`src/rtl/sseg_scan_driver.sv`:
```
// rtl/sseg_scan_driver.sv - 4-digit common-anode 7-seg scan driver with blanking and frame-synchronous update
//
// Purpose:
//   Scans a 16-bit hex value across a 4-digit common-anode display. Each digit
//   gets one slot of REFRESH_DIV cycles. The first BLANK_CYCLES cycles of a slot
//   keep every anode off to prevent ghosting; the remaining cycles light that digit.
//   The selected nibble is sent to an external hex-to-7seg decoder. The decoder's
//   active-low pattern returns on sseg_in and is merged with the decimal point.
//   New values are staged in a pending register. They reach the display register
//   only at the frame boundary (digit 3 -> 0 wrap), so a frame never tears.
//
// Ports:
//   clk        in   1   system clock, rising edge
//   rst_n      in   1   asynchronous active-low reset
//   value_in   in   16  value to display, nibble k -> digit k
//   load       in   1   capture value_in into the pending register
//   dp_in      in   4   decimal point per digit, active-high, sampled live
//   sseg_in    in   8   active-low decoder pattern (bit7 = DP)
//   digit_out  out  4   nibble of the current digit, to the decoder
//   an_out     out  4   active-low anode enables
//   sseg_out   out  8   active-low segments + DP to the display
//   frame_tick out  1   one-cycle pulse in the first cycle that shows a new value
//
// Configuration macro:
//   SSEG_LEADING_ZERO_BLANK_EN - when defined, leading-zero digits 1..3 stay dark
//   unless their decimal point is set.

module sseg_scan_driver #(
  parameter int REFRESH_DIV  = 50000,
  parameter int BLANK_CYCLES = 2
) (
  input  logic        clk,
  input  logic        rst_n,
  input  logic [15:0] value_in,
  input  logic        load,
  input  logic [3:0]  dp_in,
  input  logic [7:0]  sseg_in,
  output logic [3:0]  digit_out,
  output logic [3:0]  an_out,
  output logic [7:0]  sseg_out,
  output logic        frame_tick
);

  localparam int CNT_W = (REFRESH_DIV > 1) ? $clog2(REFRESH_DIV) : 1;

  localparam logic [CNT_W-1:0] DIV_LAST   = CNT_W'(REFRESH_DIV - 1);
  localparam logic [CNT_W-1:0] BLANK_LAST = (BLANK_CYCLES == 0) ? '0 : CNT_W'(BLANK_CYCLES - 1);

  localparam logic [0:0] ST_BLANK = 1'b0;
  localparam logic [0:0] ST_ON    = 1'b1;

  // A new slot starts in ON directly when the blank phase is disabled.
  localparam logic [0:0] SLOT_START = (BLANK_CYCLES == 0) ? ST_ON : ST_BLANK;

  logic [CNT_W-1:0] div_cnt_q, div_cnt_d;
  logic [1:0]       idx_q, idx_d;
  logic [0:0]       state_q, state_d;
  logic [15:0]      pend_q, pend_d;
  logic             pend_vld_q, pend_vld_d;
  logic [15:0]      disp_q, disp_d;
  logic             frame_tick_q, frame_tick_d;

  logic slot_end;
  logic frame_end;
  logic suppress;

  // div_cnt counts the whole slot, across both the blank and the lit phase.
  always_comb begin
    div_cnt_d = div_cnt_q + 1'b1;
    idx_d     = idx_q;
    state_d   = state_q;
    slot_end  = (state_q == ST_ON) && (div_cnt_q == DIV_LAST);
    frame_end = slot_end && (idx_q == 2'd3);

    if (state_q == ST_BLANK && div_cnt_q == BLANK_LAST) begin
      state_d = ST_ON;
    end
    if (slot_end) begin
      div_cnt_d = '0;
      idx_d     = idx_q + 2'd1;
      state_d   = SLOT_START;
    end
  end

  // The display register only changes at the frame boundary. A load that
  // coincides with the boundary bypasses the pending register.
  always_comb begin
    pend_d       = pend_q;
    pend_vld_d   = pend_vld_q;
    disp_d       = disp_q;
    frame_tick_d = 1'b0;

    if (frame_end) begin
      if (load) begin
        disp_d       = value_in;
        pend_vld_d   = 1'b0;
        frame_tick_d = 1'b1;
      end else if (pend_vld_q) begin
        disp_d       = pend_q;
        pend_vld_d   = 1'b0;
        frame_tick_d = 1'b1;
      end
    end else if (load) begin
      pend_d     = value_in;
      pend_vld_d = 1'b1;
    end
  end

  always_ff @(posedge clk or negedge rst_n) begin
    if (!rst_n) begin
      div_cnt_q    <= '0;
      idx_q        <= 2'd0;
      state_q      <= ST_BLANK;
      pend_q       <= 16'h0000;
      pend_vld_q   <= 1'b0;
      disp_q       <= 16'h0000;
      frame_tick_q <= 1'b0;
    end else begin
      div_cnt_q    <= div_cnt_d;
      idx_q        <= idx_d;
      state_q      <= state_d;
      pend_q       <= pend_d;
      pend_vld_q   <= pend_vld_d;
      disp_q       <= disp_d;
      frame_tick_q <= frame_tick_d;
    end
  end

`ifdef SSEG_LEADING_ZERO_BLANK_EN
  // A digit is a leading zero when it and every more significant nibble are zero.
  always_comb begin
    suppress = 1'b0;
    case (idx_q)
      2'd1:    suppress = (disp_q[15:4]  == 12'h000);
      2'd2:    suppress = (disp_q[15:8]  == 8'h00);
      2'd3:    suppress = (disp_q[15:12] == 4'h0);
      default: suppress = 1'b0;
    endcase
    if (dp_in[idx_q]) begin
      suppress = 1'b0;
    end
  end
`else
  assign suppress = 1'b0;
`endif

  // The decoder input is driven during blank too, so its output has settled
  // by the time the anode turns on.
  assign digit_out  = disp_q[{idx_q, 2'b00} +: 4];
  assign frame_tick = frame_tick_q;

  // The segment path is combinational from sseg_in so the external decoder
  // adds no latency.
  always_comb begin
    an_out   = 4'b1111;
    sseg_out = 8'hFF;
    if (state_q == ST_ON && !suppress) begin
      an_out   = ~(4'b0001 << idx_q);
      sseg_out = {sseg_in[7] & ~dp_in[idx_q], sseg_in[6:0]};
    end
  end

endmodule

```
`config.mk`:
```
export PLATFORM = sky130hd
export DESIGN_NAME = sseg_scan_driver
export DESIGN_NICKNAME = d
export VERILOG_FILES = /design/src/rtl/sseg_scan_driver.sv
export SDC_FILE = /design/constraint.sdc
export NUM_CORES = 1
export LEC_CHECK = 0
export CAP_MARGIN = 20
export CORE_MARGIN = 2
export CORE_UTILIZATION = 47
export DETAILED_ROUTE_END_ITERATION = 7
export GPL_TIMING_DRIVEN = 0
export PLACE_DENSITY = 0.86
export RECOVER_POWER = 100
export SLEW_MARGIN = 25
export SYNTH_ARGS = -nofsm -noshare
export SYNTH_HDL_FRONTEND = slang
export SYNTH_SLANG_ARGS = --single-unit
```
`constraint.sdc`:
```
create_clock -name clk -period 2.2 [get_ports clk]
set_input_delay 0.33 -clock clk [delete_from_list [all_inputs] [get_ports clk]]
set_output_delay 0.33 -clock clk [all_outputs]
set_load 0.01 [all_outputs]
```
==> impl_metrics.csv <==
group,metric,value,unit
outcome,status,"finished clean",
sta,finalCritPeriodShare,99.9,%
grt,grt_pass1_vias,2368,
finish,post-route-cell-area,3640,um2
sta,hold_viol_final,0,
yosys,synth_fp_nets,295,
grt,antenna_found_initial,0,
sta,rsz0062_at_grt,"yes",
sta,fin_worst_skew,0.00925,ns
critical_path,cp-start-kind,"flip-flop",
power_and_ir_drop,p_per_area,496,nW/um2
routing,via_per_inst,5.93,
routing,drt_wl_total,7390,um
yosys,yosys_register_bits,53,
sta,fmax,455,MHz
finish,multi_input_area,1360,um2
sta,slew_viol_final,0,
critical_path,worst_ep_required_time,2.40,ns
clock_tree,clk_path_buf_depth,2,
yosys,syn_inst,258,
routing,drt_iter0_drc,317,
placement,portBuffers,47,
routing,wl_met2,3610,um
die,core_area,5540,um2
job,drv_cap,0,
routing,wl_met3,529,um
sta,max-slew-margin-rel,14.0,%
clock_tree,cts-buffers-inserted,5,
die,die_x,79.8,um
clock_tree,cts-root-buf,"clkbuf_8",
clock_tree,clkTransAtPathRegs,0.10,ns
sta,fin_hold_ws,0.283,ns
clock_tree,cts-htree-levels,2,
placement,dp.cells,377,
yosys,synth.avg_cell_area,10.5,um2
routing,top_layer_used,"met4",
clock_tree,clock_latency,0.31,ns
grt,grtUsageTotal,23.9,%
power_and_ir_drop,p_total,1.81,mW
yosys,synth_seq_area_share,49.1,%
yosys,yosys_warnings,0,
critical_path,slowest_delay,0.57,ns
finish,area_growth_syn_to_layout,34.7,%
finish,seq_area,1330,um2
power_and_ir_drop,switching_share,24.7,%
clock_tree,cts_tree,"built",
power_and_ir_drop,leakagePower,1.60,nW
critical_path,critPathKind,"flip-flop to flip-flop",
finish,n_fill_cell,394,
yosys,synth.distinct_cells,34,
placement,gp_congestion,0.887,
critical_path,cp_max_fo,10,
routing,first_pass_iters,5,
power_and_ir_drop,peakVddDrop,0.294,mV
finish,drive_gt1_share,20.6,%
routing,postRouteAntennaNets,0,
placement,placed_cell_area,3260,um2
sta,fin_tns_setup,0,ns
critical_path,path_cells,"or4_4, nor4_4, buf_4, nand4_4, nand2_4, buf_8, mux2_2",
routing,drc,0,
sta,setup_viol,0,
die,io_pins,48,
die,fp-row-count,27,
power_and_ir_drop,power.internal,1.36,mW
grt,overflow,0,
power_and_ir_drop,pwr-share-clk,30.2,%
sta,tightestPinTransition,1.29,ns
clock_tree,cts.sinks,53,
die,start_util,48.8,%
placement,dp_hpwl,4290,um
yosys,synth_area,2700,um2
finish,diodes,0,
finish,fin_cells,402,
finish,nets,366,
routing,vias,2383,
power_and_ir_drop,combPwrFrac,11.4,%
routing,avgRoutedWirePerCell,18.4,um
power_and_ir_drop,p_seq_share,58.4,%
hold_path,hold_class,"input pin to async pin",
critical_path,end_kind,"flip-flop",
die,die_h,79.8,um
critical_path,worstPathArrival,2.39,ns
sta,period_needed,2.20,ns
power_and_ir_drop,p_sw,0.445,mW
grt,grt_pass1_wl,11800,um
grt,grt_max_degree,54,
routing,wl_met1,3000,um
die,design.die.area,6380,um2
critical_path,slowest_stage,"or4_4",
-- sequential cells by signal, summed over array words and instances, names as in the netlist --
signal	cells
disp_q	16
div_cnt_q	16
pend_q	16
idx_q	2
frame_tick	1
pend_vld_q	1
state_q	1
-- synth_stat cells, drive strengths merged --
master / count / area share (%)
and3: 7 / 1.6
or3: 13 / 3.0
o31ai: 13 / 3.6
nor4b: 1 / 0.32
o21ai: 5 / 0.93
ha: 6 / 2.8
nand3: 5 / 0.93
dfrtp: 53 / 49
clkbuf: 7 / 0.97
and4: 1 / 0.32
a2bb2oi: 2 / 0.65
nand2: 16 / 2.3
o2bb2ai: 1 / 0.32
a31oi: 2 / 0.46
o22a: 1 / 0.32
nor3: 16 / 3.0
nor4: 3 / 1.2
nand4: 5 / 1.4
buf: 5 / 1.9
inv: 9 / 1.2
nand2b: 8 / 1.9
mux2: 15 / 6.2
or4: 1 / 0.42
mux4: 5 / 4.2
nor2b: 1 / 0.23
xor2: 7 / 2.3
nor2: 42 / 5.8
xnor2: 8 / 2.6
-- cell families after synthesis --
kind of cell / count (synthesis) / share of synthesized area (%)
and+or+nand+nor: 119 / 22.4
DFF: 53 / 49.1
AOI/OAI and AO/OA: 24 / 6.29
buffers and inverters: 21 / 4.16
muxes: 20 / 10.4
xor gates and xnor gates: 15 / 4.86
adders and majority gates: 6 / 2.78
-- what timing repair did --
action | 4_1_cts | 5_1_grt
pin swaps | 13 | 6
hold buffers | 0 | 0
resized for setup | 16 | 26
setup buffers | 18 | 1
endpoints found under the setup margin | 32 | 47
hold endpoints to repair | 0 | 0
gates cloned | 1 | 0
-- cell usage in the layout, fill, tap and decap left out, types with 3 or more instances in the layout --
master           Yosys  final
mux4_2               5      5
nand2b_1             8      8
ha_1                 6      5
clkbuf_8             0      6
nand4_1              4      4
o31ai_1             13      7
buf_6                2      5
xor2_1               7      7
clkdlybuf4s25_1      0      3
mux2_4               0      3
clkdlybuf4s50_1      0     37
inv_1                9      9
buf_12               1      3
o21ai_0              5      5
nor2_1              42     41
dfrtp_1             53     52
nand3_1              5      5
dlygate4sd3_1        0      4
nand2_1             15     15
o31ai_2              0      5
clkbuf_1             7      5
buf_4                0     12
and3_1               7      6
or3_1               13     13
mux2_2              14     11
nor3_1              16     15
xnor2_1              8      8
-- critical path: cells and delay by family (launching register included) --
| family | cells | cell delay (ns) |
|---|---|---|
| flip-flops | 1 | 0.40 |
| buffers and inverters | 2 | 0.35 |
| multiplexers | 1 | 0.33 |
| AND/OR/NAND/NOR | 4 | 1.01 |
-- power groups by stage --
stage / clock network [mW] / logic, mW / registers [mW]
final: 0.545 / 0.206 / 1.05
after global routing: 0.584 / 0.224 / 1.06
after CTS: 0.536 / 0.201 / 1.05
after detailed placement: 0 / 0.197 / 1.07
after global placement: 0 / 0.191 / 1.06
after floorplan: 0 / 0.0832 / 1.06
-- worst paths after layout --
| kind | slack (ns) | end | cells past startpoint | from |
|---|---|---|---|---|
| worst max register to register | 0.003 | pend_q[10] | 7 | div_cnt_q[10] |
| min in group clk | 0.52 | pend_q[14] | 1 | pend_q[14] |
| max in group asynchronous | 1.07 | idx_q[1] | 1 | rst_n |
| worst max-delay path | 0.003 | pend_q[10] | 7 | div_cnt_q[10] |
| worst min register to register | 0.52 | pend_q[14] | 1 | pend_q[14] |
| worst min-delay path | 0.28 | div_cnt_q[11] | 1 | rst_n |
-- routing by layer --
layer	GRT usage (%)	up-vias
met5	0	-
met4	10.3	0
met3	4.86	32
met2	38.6	147
met1	31.5	1161
li1	-	1043
-- stage by stage --
step / utilization (%) / worst slack (ns)
after floorplan: - / 0.0991
after global placement: 58.9 / -0.722
after detailed placement: 58.9 / -0.208
after CTS: 65.0 / -0.0443
after global routing: 65.7 / -0.0655
final: 65.7 / 0.00253
-- final cells by class --
type / count / share of cell area [%]
Inverter: 9 / 0.928
Clock inverter: 2 / 0.275
Clock buffer: 6 / 1.99
Multi-Input combinational cell: 184 / 37.3
Timing Repair Buffer: 66 / 18.5
Tap cell: 72 / 2.47
Buffer: 10 / 2.06
Sequential cell: 53 / 36.4
Power figures use the tool's default switching activity.
